--- src/rtl/task_deq_arbiter.sv ---
// Round-robin arbiter sharing one task-unit dequeue port among N_CORES cores.
// Define DEQ_ARB_STATS_EN to add per-core dequeue/timeout counters.
package task_deq_pkg;
  typedef logic [3:0] task_type_t;
  typedef struct packed {
    logic [31:0] ts;
    logic [31:0] arg;
    task_type_t  ttype;
  } task_t;
  typedef logic [5:0] cq_slice_slot_t;
endpackage

module task_deq_arbiter
  import task_deq_pkg::*;
#(
  parameter int N_CORES  = 8,
  parameter int MAX_WAIT = 16
) (
  input  logic                         clk,
  input  logic                         rst,
  input  logic [N_CORES-1:0]           core_arvalid,
  input  task_type_t [N_CORES-1:0]     core_araddr,
  output logic [N_CORES-1:0]           core_rvalid,
  output task_t                        core_rdata,
  output cq_slice_slot_t               core_rslot,
  output logic                         tq_arvalid,
  output task_type_t                   tq_araddr,
  input  logic                         tq_rvalid,
  input  task_t                        tq_rdata,
  input  cq_slice_slot_t               tq_rslot,
  input  logic [$clog2(N_CORES)-1:0]   stat_sel,
  output logic [31:0]                  stat_grants,
  output logic [31:0]                  stat_timeouts
);
  localparam int GW = $clog2(N_CORES);
  localparam int WW = $clog2(MAX_WAIT + 1);

  typedef enum logic {ARB, GRANT} state_t;

  state_t        state, state_nxt;
  logic [GW-1:0] gnt, gnt_nxt, ptr, ptr_nxt, pick, idx, gnt_inc;
  logic [WW-1:0] wait_cnt, wait_nxt;
  logic          found, hs, deq_ev, to_ev;

  assign core_rdata = tq_rdata;
  assign core_rslot = tq_rslot;
  assign gnt_inc    = (gnt == GW'(N_CORES - 1)) ? '0 : gnt + 1'b1;

  // First requester at or above ptr, wrapping.
  always_comb begin
    pick  = '0;
    found = 1'b0;
    idx   = '0;
    for (int i = 0; i < N_CORES; i++) begin
      idx = GW'((int'(ptr) + i) % N_CORES);
      if (!found && core_arvalid[idx]) begin
        found = 1'b1;
        pick  = idx;
      end
    end
  end

  always_comb begin
    state_nxt   = state;
    gnt_nxt     = gnt;
    ptr_nxt     = ptr;
    wait_nxt    = wait_cnt;
    tq_arvalid  = 1'b0;
    tq_araddr   = '0;
    core_rvalid = '0;
    hs          = 1'b0;
    deq_ev      = 1'b0;
    to_ev       = 1'b0;
    if (!rst) begin
      case (state)
        ARB: begin
          if (found) begin
            gnt_nxt   = pick;
            wait_nxt  = '0;
            state_nxt = GRANT;
          end
        end
        GRANT: begin
          tq_arvalid       = core_arvalid[gnt];
          tq_araddr        = core_araddr[gnt];
          hs               = tq_arvalid & tq_rvalid;
          core_rvalid[gnt] = hs;
          // Handshake beats withdrawal beats timeout.
          if (hs || !core_arvalid[gnt] || wait_cnt == WW'(MAX_WAIT - 1)) begin
            state_nxt = ARB;
            ptr_nxt   = gnt_inc;
            deq_ev    = hs;
            to_ev     = !hs && core_arvalid[gnt];
          end else begin
            wait_nxt = wait_cnt + 1'b1;
          end
        end
        default: state_nxt = ARB;
      endcase
    end
  end

  always_ff @(posedge clk) begin
    if (rst) begin
      state    <= ARB;
      gnt      <= '0;
      ptr      <= '0;
      wait_cnt <= '0;
    end else begin
      state    <= state_nxt;
      gnt      <= gnt_nxt;
      ptr      <= ptr_nxt;
      wait_cnt <= wait_nxt;
    end
  end

`ifdef DEQ_ARB_STATS_EN
  logic [N_CORES-1:0][31:0] grants_all, touts_all;

  for (genvar c = 0; c < N_CORES; c++) begin : g_stat
    logic [31:0] g_q, t_q;
    always_ff @(posedge clk) begin
      if (rst) begin
        g_q <= '0;
        t_q <= '0;
      end else begin
        if (deq_ev && gnt == GW'(c) && g_q != '1) g_q <= g_q + 1'b1;
        if (to_ev  && gnt == GW'(c) && t_q != '1) t_q <= t_q + 1'b1;
      end
    end
    assign grants_all[c] = g_q;
    assign touts_all[c]  = t_q;
  end

  always_ff @(posedge clk) begin
    if (rst) begin
      stat_grants   <= '0;
      stat_timeouts <= '0;
    end else begin
      stat_grants   <= grants_all[stat_sel];
      stat_timeouts <= touts_all[stat_sel];
    end
  end
`else
  logic unused_stat;
  assign unused_stat   = deq_ev ^ to_ev ^ (^stat_sel);
  assign stat_grants   = '0;
  assign stat_timeouts = '0;
`endif

endmodule

--- config.mk ---
export PLATFORM = sky130hd
export DESIGN_NAME = task_deq_arbiter
export DESIGN_NICKNAME = d
export VERILOG_FILES = /design/src/rtl/task_deq_arbiter.sv
export SDC_FILE = /design/constraint.sdc
export NUM_CORES = 1
export LEC_CHECK = 0
export ABC_AREA = 1
export CORE_ASPECT_RATIO = 0.6
export CORE_UTILIZATION = 31
export CTS_CLUSTER_SIZE = 28
export DETAILED_ROUTE_END_ITERATION = 16
export GPL_ROUTABILITY_DRIVEN = 0
export PLACE_DENSITY_LB_ADDON = 0.15
export SETUP_SLACK_MARGIN = 0.2
export SLEW_MARGIN = 20
export SYNTH_ARGS = -nofsm -noshare
export SYNTH_HDL_FRONTEND = slang
export SYNTH_SLANG_ARGS = --single-unit
--- constraint.sdc ---
create_clock -name clk -period 2.8 [get_ports clk]
set_input_delay 0.56 -clock clk [delete_from_list [all_inputs] [get_ports clk]]
set_output_delay 0.56 -clock clk [all_outputs]
set_load 0.05 [all_outputs]
### Word level (Yosys, flattened, before mapping)

Cells that the tools add are included.

| cells by class | value |
|---|---|
| add/sub/neg operators | 9 |
| magnitude comparators | 10 |
| equality and inequality tests | 4 |
| mux-type cells | 51 |
| bitwise operators | 3 |
| reduce and logical (&&, ||, !) cells | 21 |

Operators by type and width:

| cell | number |
|---|---|
| $lt 3x4->1 const B | 9 |
| $bmux 1 s3 | 9 |
| $mux 3 | 9 |
| $mux 1 | 22 |
| $mux 8 | 2 |
| $add 3x3->3 const B | 4 |
| $bmux 4 s3 | 1 |
| $mux 4 | 3 |
| $mux 5 | 2 |
| $pmux 5 s2 | 1 |
| $and 8x8->8 | 1 |
| $logic_and 1x1->1 | 8 |
| $logic_not 1->1 | 8 |
| $add 3x1->3 const B | 2 |
| $add 3x2->3 const B | 2 |
| $reduce_and 2->1 | 3 |
| $add 5x1->5 const B | 1 |
| $eq 5x4->1 const B | 1 |
| $ne 2x2->1 const B | 2 |
| $demux 1 s3 | 1 |
| $eq 3x3->1 const B | 1 |
| $ge 3x1->1 const B | 1 |
| $logic_or 1x1->1 | 2 |
| $pmux 1 s2 | 1 |
| other kinds (2) | 2 |

| storage, ports and cells | value |
|---|---|
| register bits after elaboration | 12 |
| output and inout port bits | 151 |

### Depth between registers and ports, before layout

Gate-level depths: netlist (run 1).

| depth | value |
|---|---|
| depth in word-level cells | 26 |
| mapped depth | 18 |
| mapped depth without buffers | 16 |

### Worst setup path after synthesis (run 1)

OpenSTA, ideal clock, no wires.

| timing path | value |
|---|---|
| path kind | register to output |
| start | register gnt[2] |
| end | output port core_rvalid[0] |
| data arrival time | 2.737 ns |
| setup slack | -0.497 ns |
| stages on the path, launching flop included | 10 |
| cells stage by stage | dfxtp_1 inv_1 nor2_1 o21ai_1 o22ai_1 or2_1 inv_1 nor2_1 inv_1 nor4_1 |

| on the way | value |
|---|---|
| longest elaborated chain between the ends | 7 |

RTL lines:

| what | line | text |
|---|---|---|
| start: declaration | 41 | `logic [GW-1:0] gnt, gnt_nxt, ptr, ptr_nxt, pick, idx, gnt_inc;` |
| start signal: assignment | 111 | `gnt <= gnt_nxt;` |
| $lt 3x4->1 or $ge 3x1->1 (tied branches) | - |  |
| $logic_and 1x1->1 (not written as such) | 87 | `core_rvalid[gnt] = hs;` |
| $mux 1 (not written as such) | 87 |  |
| $demux 1 s3 | 87 |  |
| $and 8x8->8 (no source line) * | - |  |
| $mux 8 * | 75 | `case (state)` |
| $mux 8 * | 74 | `if (!rst) begin` |
| end: declaration | 23 | `output logic [N_CORES-1:0] core_rvalid,` |

Every way passes the cells marked *; elsewhere a longest branch is shown, timed or not. The select of a mux whose other input is x is not followed.

### Worst setup path after layout (run 1)

| timing path | value |
|---|---|
| start | register gnt[1] |
| end | output port core_rvalid[1] |

The elaborated chain is that of the path after synthesis.

==> results.cfg, run 1 <==
[clock_tree]
ctsRootBufferMaster = clkbuf_16
cts_buffer_depth = 2
clk_pin_slew_ps = 50
cts_buffers = 3
cts_hold_buf = 0
cts_max_level = 1
cts_sinks = 12
worstSkewPairLatency_ps = 240
cts_tree = yes

[drt]
finalWirelength_mm = 7.30
drt_iter0_markers = 130
maxUsedRoutingLayer = met4
drtAntennaViolNets = 0
dr.pass1.iters = 5
drt-met1-wl_mm = 3.71
route.met2.wl_mm = 2.77
wl_per_cell_um = 13.3
drc = 0
dr_total_vias = 2397
vias_per_cell = 4.37
met3WireLength_um = 672

[critical_path]
required_ps = 2240
critPathKind = reg2out
r2r_cells = 13
worstSetupStartpointType = register
cp_max_fo = 6
critPathSlowestCell = dfxtp_4
cpPeakStageDelay_ps = 370
cp_common_cell = nor2_4
end_kind = output pin
path_cells = nor2_4 -> inv_4 -> nor2_4 -> nand2_1 -> o211ai_1 -> or2_4 -> inv_4 -> nor2_4 -> inv_2 -> buf_6 -> nor3_4 -> buf_12
worstPathArrival_ps = 1960

[min_path]
holdCritPathClass = reg2reg
whs_path_depth = 2

[placement]
dp_hpwl_mm = 6.08
io_buffers = 55
place_area_um2 = 3000

[grt]
overflow = 0
grt_pass1_wl_mm = 11.4
antenna_found_initial = 0
grt_pass1_vias = 2179
grt_max_degree = 13
track_usage_pct = 15.4

[floorplanning]
design.core.area_um2 = 8620
io_pins = 271
rows = 26
dieArea_um2 = 9430
start_util_pct = 32.5
die_h_um = 75.6
die_x_um = 125

[pwr]
p_leak_uw = 0.00150
cellPowerDensity_nw_per_um2 = 859
irDropWorstVdd_v = 0.000282

[yosys]
syn_area_um2 = 2800
synth-seq-area-share_pct = 8.58
yosysWarnings = 0
synth_cells = 426
ys_top_cells_by_area = buf_4 38%, dfxtp_1 8.6%, nand2_1 8.2%
netlist.area_leader.share_pct = 37.5
avgSynthCellArea_um2 = 6.57
ys_ff_latch = 12
synth_cell_types = 44
yosys.area.top_type = buf_4

[timing]
rsz0062_at_grt = true
timing.final.crit_period_ps = 2520
finalSetupTns_ps = 0
hold_viol_final = 0
slew_violations = 0
finClkSkew_ps = 1.46
fin_crit_sh_pct = 90.0
fmax_mhz = 397
finalSetupViolations = 0

[layout]
area_growth_syn_to_layout_pct = 15.5
fin_nets = 564
n_antenna_cell = 0
drive_gt1_share_pct = 25.6
finalInstanceArea_um2 = 3230

[job]
cap_violations = 0

[run_status]
outcome = finished clean
-- sequential cells by signal, summed over array words and instances (netlist names) --
signal    cells
state         1
wait_cnt      5
ptr           3
gnt           3
-- power by group --
part           switching (µW)  total [µW]  internal (µW)
Clock                    77.6         294            216
Sequential                101         325            223
Combinational            1340        2160            815
-- layer usage --
layer / up-vias / global-route usage [%]
met5: - / 0
met4: 0 / 3.75
met3: 24 / 5.48
met2: 112 / 21.1
met1: 1065 / 22.5
li1: 1196 / -
-- metrics by stage --
| stage | total power (µW) | setup WS, ps | utilization (%) | cells | hold WS, ps |
|---|---|---|---|---|---|
| 4_1_cts | 2620 | 210 | 36.2 | 545 | 498 |
| 3_5_place_dp | 2220 | -134 | 34.8 | 539 | 492 |
| 3_3_place_gp | 2220 | -139 | 34.8 | 539 | 469 |
| 2_1_floorplan | 1930 | 75.4 | - | 489 | 457 |
| 6_report | 2780 | 279 | 37.5 | 549 | 490 |
| 5_1_grt | 3010 | 129 | 37.5 | 549 | 531 |
-- cell usage in the layout (no fill, tap or decap), types with 9 or more instances in the layout --
cell             synthesis  routed
conb_1                   1      64
nand2_1                 61      61
nor2_1                  47      40
clkdlybuf4s50_1          0      34
buf_4                  140      34
nand3_1                 28      28
inv_1                   30      24
buf_12                   0      13
o21ai_0                 13      12
nand3_2                 11      11
a21oi_1                  9       9
-- Yosys cell counts (all sizes together) --
cell and instances:
buf 142, nand2 72, nor2 51, nand3 40
inv 34, o21ai 14, dfxtp 12, a21oi 10
ha 6, nand4 6, a211oi 5, o22ai 5
clkbuf 4, xor2 4, a31oi 3, nor3 2
nor3b 2, nor4 2, o21a 2, o2bb2ai 2
or2 2, a221oi 1, a311oi 1, conb 1
nand3b 1, o211ai 1, xnor2 1
-- kinds of logic after synthesis --
family,after synthesis,synth area share (%)
DFF,12,8.58
buffers and inverters,180,43.8
xor gates and xnor gates,5,1.83
adders and majority gates,6,2.68
other,1,0.134
and+or+nand+nor,178,32.8
AOI/OAI and AO/OA,44,10.1
-- path summary, 6_finish.rpt --
check        slack (ps)              to        start
max                 280  core_rvalid[1]       gnt[1]
min reg2reg         490     wait_cnt[4]  wait_cnt[4]
max reg2reg         500          gnt[0]       ptr[0]
min                 490     wait_cnt[4]  wait_cnt[4]
-- worst max-delay path, delay by kind of cell, from the launching register on --
family	cells	cell delay [ps]
AO/OA/AOI/OAI	1	90
flip-flops	1	370
buffers and inverters	5	460
AND/OR/NAND/NOR	6	810
-- what timing repair did --
item	CTS	global route
buffers inserted	2	4
gates resized for setup	22	22
pin swaps	5	8
endpoints found under the setup margin	9	11
-- area by class of cell --
type	count	area, µm²
Multi-Input combinational cell	297	1680
Tap cell	112	140
Inverter	34	138
Timing Repair Buffer	90	937
Sequential cell	12	253
Clock buffer	4	88.8
Fill cell	898	5390
(Power assumes the default switching activity.)
==> run 2, diff against run 1 <==
--- a/config.mk
+++ b/config.mk
@@ -11,6 +11,7 @@
 export CTS_CLUSTER_SIZE = 28
 export DETAILED_ROUTE_END_ITERATION = 16
 export GPL_ROUTABILITY_DRIVEN = 0
+export GPL_TIMING_DRIVEN = 0
 export PLACE_DENSITY_LB_ADDON = 0.15
 export SETUP_SLACK_MARGIN = 0.2
 export SLEW_MARGIN = 20
==> run 2 against run 1 <==
- non-clock buffer count is 191 higher
- critical endpoint is now core_rvalid[0]
- highest routed layer unchanged
- die area stayed put
- combinational power is 11% higher
- final cell count is 35% higher
- setup slack worse by 23 ps
- final area is 45% higher
- total power is 6.3% higher
- wire length is 18% higher
==> results.cfg, run 2 (synthesized netlist as in run 1, its figures left out) <==
[layout]
regArea_um2 = 248
drive_gt1_share_pct = 35.5
largest_reg_flops = 5
area_growth_syn_to_layout_pct = 66.8
fillers = 819
fin_nets = 755
final_common_cell = buf_4
regMostFlops = wait_cnt
layout_common_cells = 154 x buf_4, 107 x clkdlybuf4s50_1, 64 x conb_1, 60 x nand2_1, 42 x nor2_1
fin_cells = 740
finalInstanceArea_um2 = 4670
multi_input_area_um2 = 1650
largestRegisters = wait_cnt: 5 flops, gnt: 3 flops, ptr: 3 flops
n_antenna_cell = 0

[clock_tree]
clk_pin_slew_ps = 40
cts_max_level = 1
cts_sinks = 12
worstSkewPairLatency_ps = 240
cts_tree = yes
ctsRootBufferMaster = clkbuf_16
cts_buffer_depth = 2
cts_buffers = 3
cts_hold_buf = 0

[pwr]
p_leak_uw = 0.00234
netSwitchingPower_uw = 1690
power_frac_seq_pct = 8.9
intPower_uw = 1260
p_clk_share_pct = 9.9
netSwitchingFraction_pct = 57.3
irDropWorstVdd_v = 0.000280
cellPowerDensity_nw_per_um2 = 632
p_comb_share_pct = 81.2

[grt]
antenna_found_initial = 0
overflow = 0
track_usage_pct = 16.8
grt_max_degree = 11
grt_pass1_wl_mm = 12.8
grt_pass1_vias = 2581

[timing]
finClkSkew_ps = 0.527
fin_crit_sh_pct = 90.9
whs_ps = 482
slew_headroom_pct = 65.9
rsz0062_at_grt = true
timing.final.crit_period_ps = 2540
fmax_mhz = 393
finalSetupTns_ps = 0
slew_violations = 0
finalSetupViolations = 0
hold_viol_final = 0
worstMarginPinSlew_ps = 510

[floorplanning]
io_pins = 271
design.core.area_um2 = 8620
rows = 26
die_h_um = 75.6
die_x_um = 125
dieArea_um2 = 9430
start_util_pct = 32.5

[critical_path]
cp-endpoint = core_rvalid[0]
worstSetupStartpointType = register
r2r-start = ptr[0]
critPathKind = reg2out
critPathBufInv = 4
path_depth = 11
path_cells = nor2_2 -> inv_2 -> nor2_4 -> nand2_1 -> o211ai_1 -> or2_4 -> inv_2 -> nor2_4 -> inv_1 -> nor4_2 -> buf_4
critPathSlowestCell = dfxtp_4
cp-startpoint = gnt[2]
critical-path-top-delay-family = simple AND/OR/NAND/NOR gates
r2r_cells = 15
r2r_slack_ps = 440
end_kind = output pin
cpPeakStageDelay_ps = 360
reg2reg_to = gnt[0]
cp_max_fo = 6
worstPathArrival_ps = 1980
required_ps = 2240

[job]
cap_violations = 0

[drt]
vias_per_cell = 4.15
drtAntennaViolNets = 0
dr.pass1.iters = 4
finalWirelength_mm = 8.62
drt_iter0_markers = 163
wl_per_cell_um = 11.6
dr_total_vias = 3070
drc = 0

[min_path]
holdCritPathClass = reg2reg
worstHoldStart = wait_cnt[4]

[placement]
dp_hpwl_mm = 7.39
place_area_um2 = 4480
placed_cells = 729
io_buffers = 128

[run_status]
outcome = finished clean
## run 2: layer usage
metal	wire (µm)	global-route usage [%]	part of all wire, %
met4	19	2.41	0.22
met3	627	2.60	7.3
met2	4000	26.9	46
met1	3970	24.3	46
met5	0	0	0
## run 2: power by group through the flow
| stage | Combinational [µW] | Sequential, µW | Clock [µW] |
|---|---|---|---|
| global route | 2580 | 267 | 311 |
| floorplan | 1690 | 238 | 0 |
| global placement | 2160 | 244 | 0 |
| finish | 2400 | 263 | 292 |
| detailed placement | 2180 | 246 | 0 |
| CTS | 2250 | 249 | 297 |
## run 2: metrics by stage
step | power (µW) | utilization (%) | setup slack, ps
final | 2950 | 54.2 | 256
after global routing | 3160 | 54.2 | 122
after floorplan | 1930 | - | 75.4
after global placement | 2400 | 51.9 | -740
after CTS | 2790 | 53.1 | 150
after detailed placement | 2430 | 51.9 | -743
## run 2: what timing repair did
| action | 4_1_cts | 5_1_grt |
|---|---|---|
| resized for setup | 86 | 23 |
| pin swaps | 1 | 3 |
| buffers inserted | 0 | 7 |
| endpoints found under the setup margin | 20 | 21 |
## run 2: final cells by class
type | instances | area share (%)
plain buffers | 146 | 23.5
clock buffers | 4 | 1.90
inverters | 34 | 2.95
multi-input cells | 297 | 35.3
flip-flops and latches | 12 | 5.30
well taps | 112 | 3.00
repair buffers | 135 | 28.1
## run 2: worst min-delay path by stage
| stage | end | cells after the start |
|---|---|---|
| 2_1_floorplan | wait_cnt[4] | 2 |
| 3_3_place_gp | wait_cnt[4] | 2 |
| 3_5_place_dp | wait_cnt[4] | 2 |
| 4_1_cts | wait_cnt[4] | 2 |
| 5_1_grt | wait_cnt[4] | 2 |
| 6_report | wait_cnt[4] | 2 |
## run 2: tightest hold or removal path: stages, from the launching register on
cell	delay [ps]
dfxtp_1	300
nand3_1	80
a21oi_1	50
==> run 3, diff against run 2 <==
--- a/config.mk
+++ b/config.mk
@@ -6,10 +6,11 @@
 export NUM_CORES = 1
 export LEC_CHECK = 0
 export ABC_AREA = 1
-export CORE_ASPECT_RATIO = 0.6
-export CORE_UTILIZATION = 31
+export CORE_AREA = 2 2 104 106
 export CTS_CLUSTER_SIZE = 28
 export DETAILED_ROUTE_END_ITERATION = 16
+export DIE_AREA = 0 0 106 108
+export DONT_BUFFER_PORTS = 1
 export GPL_ROUTABILITY_DRIVEN = 0
 export GPL_TIMING_DRIVEN = 0
 export PLACE_DENSITY_LB_ADDON = 0.15
==> run 3 against run 2 <==
- sequential power about the same
- final area decreased by 22%
- clock power decreased by 47%
- via count decreased by 13%
- count of clock-buffer cells in the layout decreased by 1
==> results.cfg, run 3 (synthesized netlist as in run 1, its figures left out) <==
[clock_tree]
cts_max_level = 1
worstSkewPairLatency_ps = 240
cts_sinks = 12
cts_buffers = 3
cts_hold_buf = 0
ctsRootBufferMaster = clkbuf_8
cts_buffer_depth = 2
clk_pin_slew_ps = 50
cts_tree = yes

[pwr]
irDropWorstVdd_v = 0.000242
cellPowerDensity_nw_per_um2 = 796
power_frac_seq_pct = 9.2
intPower_uw = 1150
p_leak_uw = 0.00186
netSwitchingFraction_pct = 60.2
p_clk_share_pct = 5.4
netSwitchingPower_uw = 1740
p_comb_share_pct = 85.5

[floorplanning]
start_util_pct = 27.4
design.core.area_um2 = 10200
die_x_um = 106
rows = 37
dieArea_um2 = 11400
die_h_um = 108
io_pins = 271

[layout]
fin_cells = 648
fin_nets = 640
largest_reg_flops = 5
drive_gt1_share_pct = 46.1
regMostFlops = wait_cnt
n_antenna_cell = 0
layout_common_cells = 158 x buf_4, 64 x conb_1, 59 x nand2_1, 32 x nor2_1, 27 x nand3_1
final_common_cell = buf_4
post-route-util_pct = 35.5
finalInstanceArea_um2 = 3630
largestRegisters = wait_cnt: 5 flops, gnt: 3 flops, ptr: 3 flops
area_growth_syn_to_layout_pct = 29.7

[grt]
overflow = 0
track_usage_pct = 11.8
grt_max_degree = 11
grt_pass1_wl_mm = 10.9
antenna_found_initial = 0
grt_pass1_vias = 2234

[job]
cap_violations = 0

[timing]
finClkSkew_ps = 2.38
timing.final.crit_period_ps = 2580
worstMarginPinSlew_ps = 757
slew_violations = 0
slew_headroom_pct = 49.2
hold_viol_final = 0
whs_ps = 493
fin_crit_sh_pct = 92.0
rsz0062_at_grt = true
worst_slack_ps = 223
fmax_mhz = 388
finalSetupViolations = 0

[min_path]
min_to = wait_cnt[4]
whs_path_depth = 2
worstHoldStart = wait_cnt[4]
holdCritPathClass = reg2reg

[drt]
wl_per_cell_um = 12.0
finalWirelength_mm = 7.77
drc = 0
route.met2.wl_mm = 4.00
vias_per_cell = 4.10
drt_iter0_markers = 65
maxUsedRoutingLayer = met4
drt-met1-wl_mm = 3.15
met3WireLength_um = 577
drtAntennaViolNets = 0
dr.pass1.iters = 4
dr_total_vias = 2658

[placement]
dp_hpwl_mm = 6.38
placed_cells = 625
io_buffers = 0
pre_cts_ws_ps = -202
place_area_um2 = 3230

[critical_path]
worstSetupStartpointType = register
r2r_slack_ps = 410
critPathKind = reg2out
r2r-start = ptr[0]
reg2reg_to = gnt[0]
end_kind = output pin
r2r_cells = 15
worstPathArrival_ps = 2020
required_ps = 2240
cp_max_fo = 5

[run_status]
outcome = finished clean
[run 3: changes by cell type in the layout (fill, tap and decap cells not counted), sizes merged, moves of 4 or more]
cell and change:
dlygate4sd2 -6, buf +4, clkdlybuf4s15 -4, clkdlybuf4s50 -107
[run 3: routing by layer]
layer	GRT usage, %	vias to the layer above
met5	0	-
met4	1.88	0
met3	2.29	6
met2	21.6	134
met1	14.7	1169
li1	-	1349
[run 3: per-stage QoR]
| step | TNS, ps | power [µW] |
|---|---|---|
| 2_1_floorplan | 0 | 1930 |
| 5_1_grt | 0 | 3110 |
| 3_5_place_dp | -1430 | 2230 |
| 3_3_place_gp | -1990 | 2210 |
| 6_report | 0 | 2890 |
| 4_1_cts | 0 | 2750 |
[run 3: worst max-delay path by stage]
stage | from | to | slack, ps | depth (start not counted)
after detailed placement | gnt[2] | core_rvalid[4] | -200 | 9
final | gnt[2] | core_rvalid[1] | 220 | 10
after floorplan | gnt[2] | core_rvalid[0] | 80 | 9
after CTS | gnt[1] | core_rvalid[0] | 70 | 10
after global routing | gnt[2] | core_rvalid[1] | 120 | 11
after global placement | gnt[1] | core_rvalid[0] | -480 | 9
[run 3: area by class of cell]
type	instances	area, µm²
buffer	146	1100
clock buffer	3	41.3
fill	1092	6600
inverter	34	146
multi-input combinational	297	1760
sequential	12	249
tap	136	170
timing repair buffer	20	158
[run 3: power groups by stage]
stage                     Combinational (µW)  Sequential [µW]  Clock, µW
after floorplan                         1690              238          0
after global placement                  1970              244          0
after detailed placement                1980              248          0
after CTS                               2330              261        160
after global routing                    2670              270        169
final                                   2470              266        155
[run 3: worst max-delay path, stage by stage, from the launching register on]
cell and delay, ps:
dfxtp_4 370, buf_6 120, nor2_4 120, o21ai_1 80, o22ai_1 140, or2_4 180, inv_4 40, nor2_4 90
inv_2 60, buf_6 110, nor3_4 460
[run 3: what timing repair did]
item                       in CTS  in global routing
hold endpoints to repair        0                  0
setup buffers                  14                  6
setup endpoints to repair      20                 21
gates resized for setup        45                 18
pin swaps                       9                 13
